`config.mk`:
```
export PLATFORM = sky130hd
export DESIGN_NAME = dump_sequencer_flat
export DESIGN_NICKNAME = d
export VERILOG_FILES = /design/src/rtl/dump_sequencer_if.sv /design/src/rtl/dump_sequencer.sv /design/src/flat_wrapper.sv
export SDC_FILE = /design/constraint.sdc
export NUM_CORES = 1
export LEC_CHECK = 0
export BUFFER_PORTS_ARGS = -buffer_cell sky130_fd_sc_hd__buf_2
export CELL_PAD_IN_SITES_DETAIL_PLACEMENT = 1
export CELL_PAD_IN_SITES_GLOBAL_PLACEMENT = 2
export CORE_MARGIN = 5
export CORE_UTILIZATION = 29
export CTS_BUF_LIST = sky130_fd_sc_hd__clkbuf_8
export CTS_CLUSTER_DIAMETER = 50
export DETAILED_ROUTE_END_ITERATION = 7
export PLACE_DENSITY = 0.86
export SLEW_MARGIN = 20
export SYNTH_ARGS = -nofsm -noshare
export SYNTH_HDL_FRONTEND = slang
export SYNTH_SLANG_ARGS = --single-unit
```
`constraint.sdc`:
```
create_clock -name clk -period 2.1 [get_ports clk]
set_input_delay 0.63 -clock clk [delete_from_list [all_inputs] [get_ports clk]]
set_output_delay 0.63 -clock clk [all_outputs]
set_load 0.01 [all_outputs]
```
`src/rtl/dump_sequencer_if.sv`:
```
// Command, capture-RAM and UART signal bundle seen by the dump sequencer.
// The sequencer takes the master side; command/RAM/UART models take the slave side.
interface dump_sequencer_if #(
  parameter int unsigned LOG2 = 9
);
  logic            strt_dump;
  logic [2:0]      channel;
  logic [LOG2-1:0] start_addr;
  logic [7:0]      rdataCH1;
  logic [7:0]      rdataCH2;
  logic [7:0]      rdataCH3;
  logic [7:0]      rdataCH4;
  logic [7:0]      rdataCH5;
  logic            tx_done;
  logic [LOG2-1:0] addr;
  logic [7:0]      tx_data;
  logic            trmt;
  logic            busy;
  logic            dump_done;
  logic            dump_err;

  modport master (
    input  strt_dump, channel, start_addr,
    input  rdataCH1, rdataCH2, rdataCH3, rdataCH4, rdataCH5,
    input  tx_done,
    output addr, tx_data, trmt, busy, dump_done, dump_err
  );

  modport slave (
    output strt_dump, channel, start_addr,
    output rdataCH1, rdataCH2, rdataCH3, rdataCH4, rdataCH5,
    output tx_done,
    input  addr, tx_data, trmt, busy, dump_done, dump_err
  );
endinterface

```
`src/rtl/dump_sequencer.sv`:
```
// Walks one channel's circular capture RAM from the oldest sample and feeds
// each byte to the UART with a trmt/tx_done handshake, then pulses dump_done.
module dump_sequencer #(
  parameter int unsigned ENTRIES = 384,
  parameter int unsigned LOG2    = 9
) (
  input  logic             clk,
  input  logic             rst,
  dump_sequencer_if.master bus
);
  localparam logic [LOG2-1:0] LAST = LOG2'(ENTRIES - 1);

  typedef enum logic [2:0] {IDLE, RD, XMIT, WAIT, DONE} state_t;

  state_t          state, state_nxt;
  logic [LOG2-1:0] addr_q, addr_nxt;
  logic [LOG2-1:0] cnt_q, cnt_nxt;
  logic [2:0]      ch_q, ch_nxt;
  logic            err_q, err_nxt;
  logic [7:0]      tx_data_q, tx_data_nxt;
  logic            trmt_q, trmt_nxt;
  logic            done_q, done_nxt;
  logic            dump_err_q, dump_err_nxt;
  logic            busy_q;
  logic [7:0]      rdata_c;
  logic            ch_valid_c;

  // Read-data select for the latched channel
  always_comb begin
    rdata_c = 8'h00;
    case (ch_q)
      3'd1:    rdata_c = bus.rdataCH1;
      3'd2:    rdata_c = bus.rdataCH2;
      3'd3:    rdata_c = bus.rdataCH3;
      3'd4:    rdata_c = bus.rdataCH4;
      3'd5:    rdata_c = bus.rdataCH5;
      default: rdata_c = 8'h00;
    endcase
  end

  assign ch_valid_c = (bus.channel != 3'd0) && (bus.channel <= 3'd5);

  // Next-state and registered-output values
  always_comb begin
    state_nxt    = state;
    addr_nxt     = addr_q;
    cnt_nxt      = cnt_q;
    ch_nxt       = ch_q;
    err_nxt      = err_q;
    tx_data_nxt  = tx_data_q;
    trmt_nxt     = 1'b0;
    done_nxt     = 1'b0;
    dump_err_nxt = 1'b0;
    unique case (state)
      IDLE: begin
        if (bus.strt_dump) begin
          ch_nxt  = bus.channel;
          cnt_nxt = '0;
          err_nxt = !ch_valid_c;
          if (ch_valid_c) begin
            // Out-of-range write pointer falls back to the start of the buffer
            addr_nxt  = (bus.start_addr > LAST) ? '0 : bus.start_addr;
            state_nxt = RD;
          end else begin
            state_nxt = DONE;
          end
        end
      end
      RD:   state_nxt = XMIT;
      XMIT: begin
        tx_data_nxt = rdata_c;
        trmt_nxt    = 1'b1;
        state_nxt   = WAIT;
      end
      WAIT: begin
        if (bus.tx_done) begin
          if (cnt_q == LAST) begin
            state_nxt = DONE;
          end else begin
            cnt_nxt   = cnt_q + LOG2'(1);
            addr_nxt  = (addr_q == LAST) ? '0 : addr_q + LOG2'(1);
            state_nxt = RD;
          end
        end
      end
      DONE: begin
        done_nxt     = 1'b1;
        dump_err_nxt = err_q;
        state_nxt    = IDLE;
      end
      default: state_nxt = IDLE;
    endcase
  end

  always_ff @(posedge clk) begin
    if (rst) begin
      state      <= IDLE;
      addr_q     <= '0;
      cnt_q      <= '0;
      ch_q       <= 3'd0;
      err_q      <= 1'b0;
      tx_data_q  <= 8'h00;
      trmt_q     <= 1'b0;
      done_q     <= 1'b0;
      dump_err_q <= 1'b0;
      busy_q     <= 1'b0;
    end else begin
      state      <= state_nxt;
      addr_q     <= addr_nxt;
      cnt_q      <= cnt_nxt;
      ch_q       <= ch_nxt;
      err_q      <= err_nxt;
      tx_data_q  <= tx_data_nxt;
      trmt_q     <= trmt_nxt;
      done_q     <= done_nxt;
      dump_err_q <= dump_err_nxt;
      busy_q     <= (state != IDLE);
    end
  end

  assign bus.addr      = addr_q;
  assign bus.tx_data   = tx_data_q;
  assign bus.trmt      = trmt_q;
  assign bus.busy      = busy_q;
  assign bus.dump_done = done_q;
  assign bus.dump_err  = dump_err_q;
endmodule

```
`src/flat_wrapper.sv`:
```
// flat-port wrapper written by rule: the top's interface ports become plain ports
module dump_sequencer_flat 
#(
  parameter int unsigned ENTRIES = 384,
  parameter int unsigned LOG2    = 9
)
  (clk, rst, bus_strt_dump, bus_channel, bus_start_addr, bus_rdataCH1, bus_rdataCH2, bus_rdataCH3, bus_rdataCH4, bus_rdataCH5, bus_tx_done, bus_addr, bus_tx_data, bus_trmt, bus_busy, bus_dump_done, bus_dump_err);
  dump_sequencer_if #(.LOG2(LOG2)) bus_i ();
  input  logic clk;
  input  logic rst;
  input wire logic [$bits(bus_i.strt_dump)-1:0] bus_strt_dump;
  input wire logic [$bits(bus_i.channel)-1:0] bus_channel;
  input wire logic [$bits(bus_i.start_addr)-1:0] bus_start_addr;
  input wire logic [$bits(bus_i.rdataCH1)-1:0] bus_rdataCH1;
  input wire logic [$bits(bus_i.rdataCH2)-1:0] bus_rdataCH2;
  input wire logic [$bits(bus_i.rdataCH3)-1:0] bus_rdataCH3;
  input wire logic [$bits(bus_i.rdataCH4)-1:0] bus_rdataCH4;
  input wire logic [$bits(bus_i.rdataCH5)-1:0] bus_rdataCH5;
  input wire logic [$bits(bus_i.tx_done)-1:0] bus_tx_done;
  output wire logic [$bits(bus_i.addr)-1:0] bus_addr;
  output wire logic [$bits(bus_i.tx_data)-1:0] bus_tx_data;
  output wire logic [$bits(bus_i.trmt)-1:0] bus_trmt;
  output wire logic [$bits(bus_i.busy)-1:0] bus_busy;
  output wire logic [$bits(bus_i.dump_done)-1:0] bus_dump_done;
  output wire logic [$bits(bus_i.dump_err)-1:0] bus_dump_err;
  assign bus_i.strt_dump = bus_strt_dump;
  assign bus_i.channel = bus_channel;
  assign bus_i.start_addr = bus_start_addr;
  assign bus_i.rdataCH1 = bus_rdataCH1;
  assign bus_i.rdataCH2 = bus_rdataCH2;
  assign bus_i.rdataCH3 = bus_rdataCH3;
  assign bus_i.rdataCH4 = bus_rdataCH4;
  assign bus_i.rdataCH5 = bus_rdataCH5;
  assign bus_i.tx_done = bus_tx_done;
  assign bus_addr = bus_i.addr;
  assign bus_tx_data = bus_i.tx_data;
  assign bus_trmt = bus_i.trmt;
  assign bus_busy = bus_i.busy;
  assign bus_dump_done = bus_i.dump_done;
  assign bus_dump_err = bus_i.dump_err;
  dump_sequencer #(.ENTRIES(ENTRIES), .LOG2(LOG2)) u_core (.clk(clk), .rst(rst), .bus(bus_i));
endmodule
```
---- Word-level counts from Yosys, hierarchy flattened ----
Index checks and enable logic that the tools add are counted.
cells by class
  $add $sub $neg .......................... 2
  $mul .................................... 0
  divide/modulo/power cells ............... 0
  magnitude comparators ................... 2
  equality and inequality tests ........... 15
  shift operators ......................... 0
  multiplexer cells ....................... 19
  bitwise operators ....................... 1
  reductions and logical operators ........ 11
operator list
  cell                 count
  $mux 9               9
  $pmux 8 s5           1
  $pmux 9 s2           2
  $add 9x1->9 const B  2
  $eq 9x9->1 const B   2
  $eq 3x2->1 const B   4
  $mux 3               4
  $pmux 3 s4           1
  $eq 3x3->1 const B   3
  $gt 9x9->1 const B   1
  $eq 3x1->1 const B   2
  $ne 2x2->1 const B   3
  $reduce_bool 3->1    2
  $reduce_and 5->1     1
  $reduce_and 2->1     2
  $reduce_and 4->1     1
  $le 3x3->1 const B   1
  $logic_not 3->1      1
  $mux 1               2
  $ne 2x1->1 const B   1
  $reduce_bool 2->1    1
  $reduce_or 2->1      1
  $logic_and 1x1->1    1
  $logic_not 1->1      1
  $not 1->1            1
word-level totals
  register bits ........................... 37
  bits in latches ......................... 0
  RAM bits ................................ 0
  memory bits (read-only) ................. 0
  input bits .............................. 56
  logic and storage cells ................. 60
  memories kept ........................... 0

---- Longest topological paths before layout ----
Gate-level depths: netlist (run 1).
  depth in word-level cells ............... 5
  gate-level depth with buffers ........... 7

---- Least setup slack after synthesis (run 1) ----
Ideal clock, no wire load.
  kind .................................... input -> register
  start ................................... input bus_tx_done
  end ..................................... register u_core.addr_q[3] (netlist: u_core.bus.addr[3])
  arrival time ............................ 1700 ps
  required time ........................... 1967 ps
  path slack .............................. 268 ps
  stages on the path ...................... 6
  path buffers ............................ 1
  cells stage by stage .................... and3_1 o21ba_2 or3b_4 buf_6 a21oi_1 o32ai_2
on the way
  cells in the longest elaborated chain, start to end .. 2
RTL lines
  what                               line                   source
  start: declaration                 flat_wrapper.sv:19     input wire logic [$bits(bus_i.tx_done)-1:0] bus_tx_done;
  $ne 2x2->1 (no source line)        --
  $reduce_and 5->1 (no source line)  --
  end signal: assignment             dump_sequencer.sv:109  addr_q <= addr_nxt;
  end: declaration                   dump_sequencer.sv:16   logic [LOG2-1:0] addr_q, addr_nxt;
Every way passes these cells.
A chain may end at the register's enable or synchronous reset.

---- Worst setup path in the final report (run 1) ----
  start ................................... register u_core.cnt_q[0]
  end ..................................... register u_core.cnt_q[6]
on the way
  cells in the longest elaborated chain, start to end .. 4
  elaborated cells between the ends (all ways) .. 7
  those cells by class .................... add/sub: 1; eq/ne: 2; mux: 3; reduce/logical: 1
RTL lines
  what                      line                   source
  start: declaration        dump_sequencer.sv:17   logic [LOG2-1:0] cnt_q, cnt_nxt;
  start signal: assignment  dump_sequencer.sv:110  cnt_q <= cnt_nxt;
  $add 9x1->9               dump_sequencer.sv:80   cnt_nxt = cnt_q + LOG2'(1);
  $mux 9                    dump_sequencer.sv:77   if (cnt_q == LAST) begin
  $mux 9                    dump_sequencer.sv:76   if (bus.tx_done) begin
  $pmux 9 s2                dump_sequencer.sv:54   unique case (state)
Parallel ways exist; a longest one is shown, timed or not. The select of a mux whose other input is x is not followed.

==> metrics.csv, run 1 <==
metric,value,unit
status,finished clean,
core_area,7210,µm²
hold_viol,0,
synth_seq_area_share,34.7,%
drive_gt1_share,35.8,%
report.final.slew_viol_count,0,
fin_area,2750,µm²
ys_warn_count,0,
rows,31,
antenna_found_initial,0,
power_switching,0.595,mW
startpoint,u_core.cnt_q[0],
final_util,38.1,%
synth_edf_count,0,
worst_hold_slack,0.480,ns
hp-class,flip-flop to flip-flop,
tns,0,ns
fin_crit_sh,90.8,%
clockPowerShare,27.5,%
p_leak,1.15,nW
synth_fp_nets,308,
clkTransAtPathRegs,0.08,ns
instances_no_fill,429,
drtPass1Iterations,4,
cts_tree,built,
setup.worst_path.end_class,flip-flop,
finalSetupViolCount,0,
vdd_drop_max,0.260,mV
cp_max_fo,7,
routed_via_density,5.22,
pre_cts_ws,0.0458,ns
syn_avg_cell_area,8.53,µm²
syn_to_final_growth,29.0,%
fin_skew,0.00789,ns
async_flop_share,0,%
nets,387,
cts_resized,0,
seq_power_share,44.6,%
internal-power,1.23,mW
ys_top_cells_by_area,"dfxtp_1 35%, a22oi_1 6.0%, nor2_1 6.0%",
slew_headroom,62.4,%
first_global_vias,2341,
io_pins,77,
rr_startpoint,u_core.cnt_q[0],
max_freq,524,MHz
cellPowerDensity,662,nW/µm²
post_cts_buffers,0,
synth.cell_area,2130,µm²
synth_cell_types,57,
cts_buffers,5,
routedWlPerCell,15.1,µm
drt_iter0_markers,81,
switching_share,32.7,%
grt_max_degree,25,
ys.flop_type,dfxtp_1,
fillers,903,
cts_hold_buf,0,
die_w,95.7,µm
required,2.29,ns
gp_congestion,0.796,
drc,0,
postRouteAntennaNets,0,
cts.sinks,37,
worstPathArrival,2.10,ns
gr-total-overflow,0,
worst_setup_path_start_kind,flip-flop,
routed_wl,6490,µm
cp-endpoint,u_core.cnt_q[6],
grt_setup_unrepaired,no,
grt_pass1_wl,10700,µm
cts_buffer_depth,2,
reg2reg_slack,0.19,ns
yosysTopAreaCell,dfxtp_1,
yosysTopAreaCellShare,34.7,%
worstMarginPinSlew,0.563,ns
cts-root-buf,clkbuf_8,
n_antenna_cell,0,
hpwlAfterDp,5100,µm
grt.total_usage,14.8,%
vias,2239,
clkLatencyLatePin,0.29,ns
htree_levels,2,
ys_ff_latch,37,
rr_worst_depth,6,
synth_cells,250,
dpl_cell_area,2660,µm²
crit_type,flip-flop to flip-flop,
die_area,9170,µm²
total_power,1.82,mW
start_util,29.6,%
min_period,1.91,ns
p_comb_share,28.0,%
layout_setup_ws,0.192,ns
drv_cap,0,
io_buffers,76,
die-height,95.7,µm
placedCellCount,421,
worstReg2RegEnd,u_core.cnt_q[6],
[sequential cells by signal, summed over array words and instances (netlist names)]
register,cells
u_core.state,3
u_core.bus.tx_data,8
u_core.err_q,1
u_core.ch_q,3
u_core.bus.busy,1
u_core.bus.addr,9
u_core.bus.trmt,1
u_core.cnt_q,9
u_core.bus.dump_err,1
u_core.bus.dump_done,1
[cell type report]
class                   instances  area, µm²  share of cell area [%]
flip-flops and latches         37        741                    26.9
multi-input cells             190       1290                    46.8
clock inverters                 3       17.5                   0.637
well taps                      99        124                    4.50
repair buffers                 89        490                    17.8
inverters                       6       22.5                   0.819
clock buffers                   5       68.8                    2.50
[power by group through the flow]
stage	logic [mW]	clock network [mW]	registers [mW]
3_5_place_dp	0.515	0	0.828
2_1_floorplan	0.340	0	0.812
4_1_cts	0.517	0.519	0.811
3_3_place_gp	0.504	0	0.826
5_1_grt	0.567	0.548	0.820
6_report	0.509	0.500	0.811
[cell usage after synthesis (2+ instances only)]
cell and n:
inv_1 5, o32ai_2 2, a311oi_1 6, buf_1 3, nand4b_1 3, ha_1 2, a21oi_1 15, and3_1 6
nand3_1 8, nand2b_1 3, nor4_1 3, mux2_2 8, dfxtp_1 37, a31oi_1 2, nand2_1 12, a211oi_1 2
mux2i_1 11, o21ai_0 7, buf_2 3, nor2_1 34, a22oi_1 17, o22ai_1 9, nand4_1 2, buf_4 2
and2_1 2, nor3_1 5, nor3b_2 2, or3_1 3, clkbuf_1 8
[worst max-delay path, stage by stage (launching register included)]
cell	delay (ns)
dfxtp_1	0.38
ha_1	0.22
nand4_1	0.18
or2_1	0.31
o21ai_2	0.34
inv_2	0.10
a311oi_1	0.28
[how the worst min path moves through the flow]
stage	startpoint	end	slack, ns	cells after the start
after global routing	u_core.err_q	u_core.bus.dump_err	0.49	1
after CTS	u_core.err_q	u_core.bus.dump_err	0.49	1
after floorplan	u_core.err_q	u_core.bus.dump_err	0.43	1
after global placement	u_core.err_q	u_core.bus.dump_err	0.46	1
final	u_core.err_q	u_core.bus.dump_err	0.48	1
after detailed placement	u_core.err_q	u_core.bus.dump_err	0.47	1
[routing by layer]
metal | GRT usage [%] | wire length (µm)
met1 | 17.7 | 2800
met2 | 25.9 | 3210
met3 | 3.83 | 393
met4 | 4.50 | 80
met5 | 0 | 0
[cells in the final DEF, fill, tap and decap left out, types with 2 or more instances in the layout]
cell,n
o22ai_1,9
o32ai_2,2
a211oi_1,2
buf_2,76
mux2i_1,11
nor2_1,34
clkinv_2,2
nand4b_1,3
nand2_1,12
or3_1,3
nand4_1,2
buf_4,12
nand3_1,8
nor3_1,5
and2_1,2
ha_1,2
dfxtp_1,37
mux2_2,8
a31oi_1,2
a311oi_1,6
nor3b_2,2
a21oi_1,15
and3_1,6
nand2b_1,3
a22oi_1,17
nor4_1,3
inv_1,5
o21ai_0,7
clkbuf_8,5
[kinds of logic (layout without fill, tap and decap cells)]
group | count (synthesis) | in the layout | share of synthesized area [%]
AO/OA/AOI/OAI | 75 | 75 | 25.6
XOR/XNOR | 1 | 1 | 0.411
multiplexers | 19 | 19 | 9.39
buffers and inverters | 23 | 103 | 4.93
adder cells (fa/ha/maj) | 2 | 2 | 1.17
flip-flops | 37 | 37 | 34.7
AND/OR/NAND/NOR | 93 | 93 | 23.7
Note: power is estimated with default switching activity, not from simulation.
==> run 2, diff against run 1 <==
Settings changed: CORE_MARGIN 5 to 3.
==> run 2 against run 1 <==
Effect of this change:
- clock power grew 27%
- combinational power is essentially flat
- first-iteration DRC count down 12%
- worst setup slack worse by 0.053 ns
- largest cell class unchanged
- largest power group unchanged
==> metrics.csv, run 2 (synthesis gave the netlist of run 1 again) <==
metric,value,unit
total_power,1.96,mW
finalSetupViolCount,0,
cts-root-buf,clkbuf_8,
worstPathArrival,2.13,ns
critPathMaxStageDelay,0.47,ns
core_area,6940,µm²
startpoint,u_core.state[0],
multi_input_area,1290,µm²
vias,2197,
slew_headroom,63.1,%
routed_wl,6520,µm
p_leak,1.16,nW
path_cells,"buf_4, nor3b_2, o21ba_2, or3b_4, a311oi_1, a211oi_1",
die_area,8420,µm²
cts_buffers,5,
gr-total-overflow,0,
layout_commonest_cell,buf_2,
use_met3,4.68,%
clkTransAtPathRegs,0.08,ns
start_util,30.7,%
drv_cap,0,
cellPowerDensity,706,nW/µm²
grt_max_degree,25,
cts_tree,built,
setup.worst_path.end_class,flip-flop,
min_from,u_core.err_q,
hp-class,flip-flop to flip-flop,
vdd_drop_max,0.277,mV
die_w,91.7,µm
crit_type,flip-flop to flip-flop,
drt_iter0_markers,71,
status,finished clean,
fillers,872,
cts.sinks,37,
grt_setup_unrepaired,no,
fin_crit_sh,93.4,%
final_util,39.9,%
critPathSlowestCell,or3b_4,
rr_startpoint,u_core.state[0],
required,2.27,ns
regArea,741,µm²
worstMarginPinSlew,0.553,ns
drc,0,
clkLatencyLatePin,0.30,ns
grt_most_used_layer,met2,
io_pins,77,
first_global_vias,2279,
worst_setup_path_start_kind,flip-flop,
layout_common_cells,"76 x buf_2, 37 x dfxtp_1, 34 x nor2_1",
drtPass1Iterations,4,
report.final.slew_viol_count,0,
routed_via_density,5.15,
nets,388,
grt.total_usage,15.9,%
max_freq,510,MHz
rows,30,
die-height,91.7,µm
antenna_found_initial,0,
grt_use_met1,19.3,%
met2_usage,28.3,%
hpwlAfterDp,5030,µm
drive_gt1_share,36.3,%
htree_levels,2,
min_period,1.96,ns
cts_hold_buf,0,
fin_skew,0.00957,ns
postRouteAntennaNets,0,
io_buffers,76,
routedWlPerCell,15.3,µm
gp_congestion,0.824,
cts_buffer_depth,2,
cp_max_fo,13,
n_antenna_cell,0,
hold_viol,0,
tns,0,ns
grt_pass1_wl,11100,µm
syn_to_final_growth,30.0,%
## run 2: changes by cell type in the layout (fill, tap and decap cells not counted)
cell	change
buf_12	-1
buf_4	+2
bufinv_16	+1
clkinv_2	-2
clkinv_4	+1
ha_1	-1
ha_2	+1
## run 2: layout make-up
| class | count | share of cell area (%) |
|---|---|---|
| Timing Repair Buffer | 90 | 17.5 |
| Tap cell | 96 | 4.33 |
| Clock buffer | 5 | 2.48 |
| Inverter | 6 | 0.812 |
| Multi-Input combinational cell | 190 | 46.5 |
| Sequential cell | 37 | 26.7 |
| Clock inverter | 3 | 1.67 |
## run 2: report_power, final
group          total [mW]  internal [mW]  switching (mW)
clock               0.635          0.355           0.280
sequential          0.816          0.750          0.0665
combinational       0.507          0.246           0.261
total                1.96           1.35           0.607
## run 2: through the flow
step | std cells | worst slack [ns] | instance area (µm²) | hold WS [ns]
2_1_floorplan | 250 | 0.268 | 2130 | 0.431
3_3_place_gp | 419 | 0.0495 | 2660 | 0.459
3_5_place_dp | 419 | -0.0107 | 2660 | 0.468
4_1_cts | 427 | 0.168 | 2770 | 0.488
5_1_grt | 427 | 0.0226 | 2770 | 0.515
6_report | 427 | 0.140 | 2770 | 0.476
## run 2: final timing paths
path                                       endpoint  slack [ns]  cells past startpoint
worst max-delay path             u_core.bus.addr[8]        0.14                      6
worst min-delay path            u_core.bus.dump_err        0.48                      1
worst max register to register   u_core.bus.addr[8]        0.14                      6
worst min register to register  u_core.bus.dump_err        0.48                      1
## run 2: routing by layer
| layer | wire length (µm) | part of all wire, % | vias to the layer above |
|---|---|---|---|
| met4 | 39 | 0.60 | 0 |
| li1 | - | - | 1103 |
| met2 | 3350 | 51 | 47 |
| met1 | 2770 | 43 | 1042 |
| met5 | 0 | 0 | - |
| met3 | 357 | 5.5 | 5 |
## run 2: timing repair
item / in CTS / in global routing
setup endpoints to repair: 0 / 1
buffers inserted: 0 / 0
hold endpoints to repair: 0 / 0
resized for setup: 0 / 1
## run 2: worst max-delay path: cells and delay by family (launching register included)
family / cells / cell delay, ns
buffers and inverters: 1 / 0.20
and+or+nand+nor: 2 / 0.64
AOI/OAI and AO/OA: 3 / 0.59
DFF: 1 / 0.40
==> run 3, diff against run 2 <==
Settings changed: CORE_UTILIZATION 29 to 31, PLACE_DENSITY 0.86 to 0.91.
Clock period 2.1 ns to 2.4 ns, I/O delays scaled along.
==> run 3 against run 2 <==
Effect of this change:
- first-iteration DRC count up 75%
- clock power decreased by 12%
- final area down 3.9%
- sequential share of layout area is 1.1 points higher
- non-clock buffer count decreased by 11
- clock-buffer cell count is 1 higher
- register-to-register slack improved by 0.21 ns
- total power decreased by 14%
==> metrics.csv, run 3 (synthesis gave the netlist of run 1 again) <==
metric,value,unit
status,finished clean,
cellPowerDensity,629,nW/µm²
cts_hold_buf,0,
routed_via_density,5.51,
grt_setup_unrepaired,no,
postRouteAntennaNets,0,
worst_setup_path_start_kind,flip-flop,
htree_levels,2,
cts.sinks,37,
crit_type,flip-flop to flip-flop,
tns,0,ns
grt_pass1_wl,10500,µm
setup.worst_path.end_class,flip-flop,
dpl_cell_area,2550,µm²
cts_buffers,5,
grt.total_usage,16.8,%
syn_to_final_growth,25.0,%
hpwlAfterDp,4780,µm
finalSetupViolCount,0,
drv_cap,0,
worstPathArrival,2.27,ns
cts-root-buf,clkbuf_8,
rows,29,
fin_area,2670,µm²
die-height,88.9,µm
cts_resized,0,
drtPass1Iterations,4,
worst_hold_slack,0.461,ns
io_pins,77,
antenna_found_initial,0,
vdd_drop_max,0.306,mV
gp_congestion,0.820,
grt_max_degree,27,
cp_max_fo,13,
nets,377,
cts_buffer_depth,2,
drt_iter0_markers,124,
hp-class,flip-flop to flip-flop,
fin_skew,0.00795,ns
core_area,6490,µm²
slew_headroom,63.5,%
start_util,32.8,%
gr-total-overflow,0,
final_util,41.0,%
required,2.61,ns
cts_tree,built,
first_global_vias,2228,
die_w,88.9,µm
max_freq,487,MHz
die_area,7910,µm²
layout_common_cells,"76 x buf_2, 37 x dfxtp_1, 34 x nor2_1",
layout_commonest_cell,buf_2,
clkTransAtPathRegs,0.07,ns
clkLatencyLatePin,0.29,ns
drc,0,
min_period,2.05,ns
fin_crit_sh,85.5,%
io_buffers,76,
total_power,1.68,mW
worstMarginPinSlew,0.546,ns
post_cts_buffers,0,
report.final.slew_viol_count,0,
drive_gt1_share,33.4,%
n_antenna_cell,0,
p_leak,1.12,nW
vias,2188,
hold_viol,0,
routedWlPerCell,15.8,µm
routed_wl,6290,µm
==> run 3: cell types whose count changed in the layout (fill, tap and decap cells not counted), sizes merged <==
cell      previous run  this run
buf                 90        79
clkbuf               5         6
clkinv               1         0
clkinvlp             1         0
inv                  6         7
==> run 3: metal layers <==
layer / track usage (%) / share of wire (%)
met1: 20.4 / 45
met4: 4.47 / 1.3
met3: 4.24 / 5.0
met2: 29.6 / 49
met5: 0 / 0
==> run 3: path summary, 6_finish.rpt <==
check / from / to / slack [ns] / cells after the start
max reg2reg: u_core.state[1] / u_core.bus.addr[5] / 0.35 / 5
min: u_core.err_q / u_core.bus.dump_err / 0.46 / 1
max: u_core.state[1] / u_core.bus.addr[5] / 0.35 / 5
min reg2reg: u_core.err_q / u_core.bus.dump_err / 0.46 / 1
==> run 3: layout make-up <==
class | instances | area (µm²)
clock buffers | 6 | 82.6
clock inverters | 2 | 33.8
fillers | 800 | 3830
inverters | 6 | 22.5
multi-input cells | 190 | 1290
flip-flops and latches | 37 | 741
well taps | 77 | 96.3
repair buffers | 79 | 403
==> run 3: metrics by stage <==
stage	worst slack (ns)	std cells
global route	0.209	397
detailed placement	0.171	389
CTS	0.367	397
global placement	0.203	389
floorplan	0.478	250
finish	0.348	397
==> run 3: report_power, final <==
part / switching [mW] / total, mW / internal (mW)
Combinational: 0.210 / 0.396 / 0.186
Sequential: 0.0653 / 0.721 / 0.656
Clock: 0.223 / 0.558 / 0.335
==> run 3: critical path, cell delays in order, from the launching register on <==
cell and delay [ns]:
dfxtp_1 0.62, and3_1 0.27, o21ba_2 0.17, or3b_4 0.48, or3_1 0.37, o31ai_1 0.06
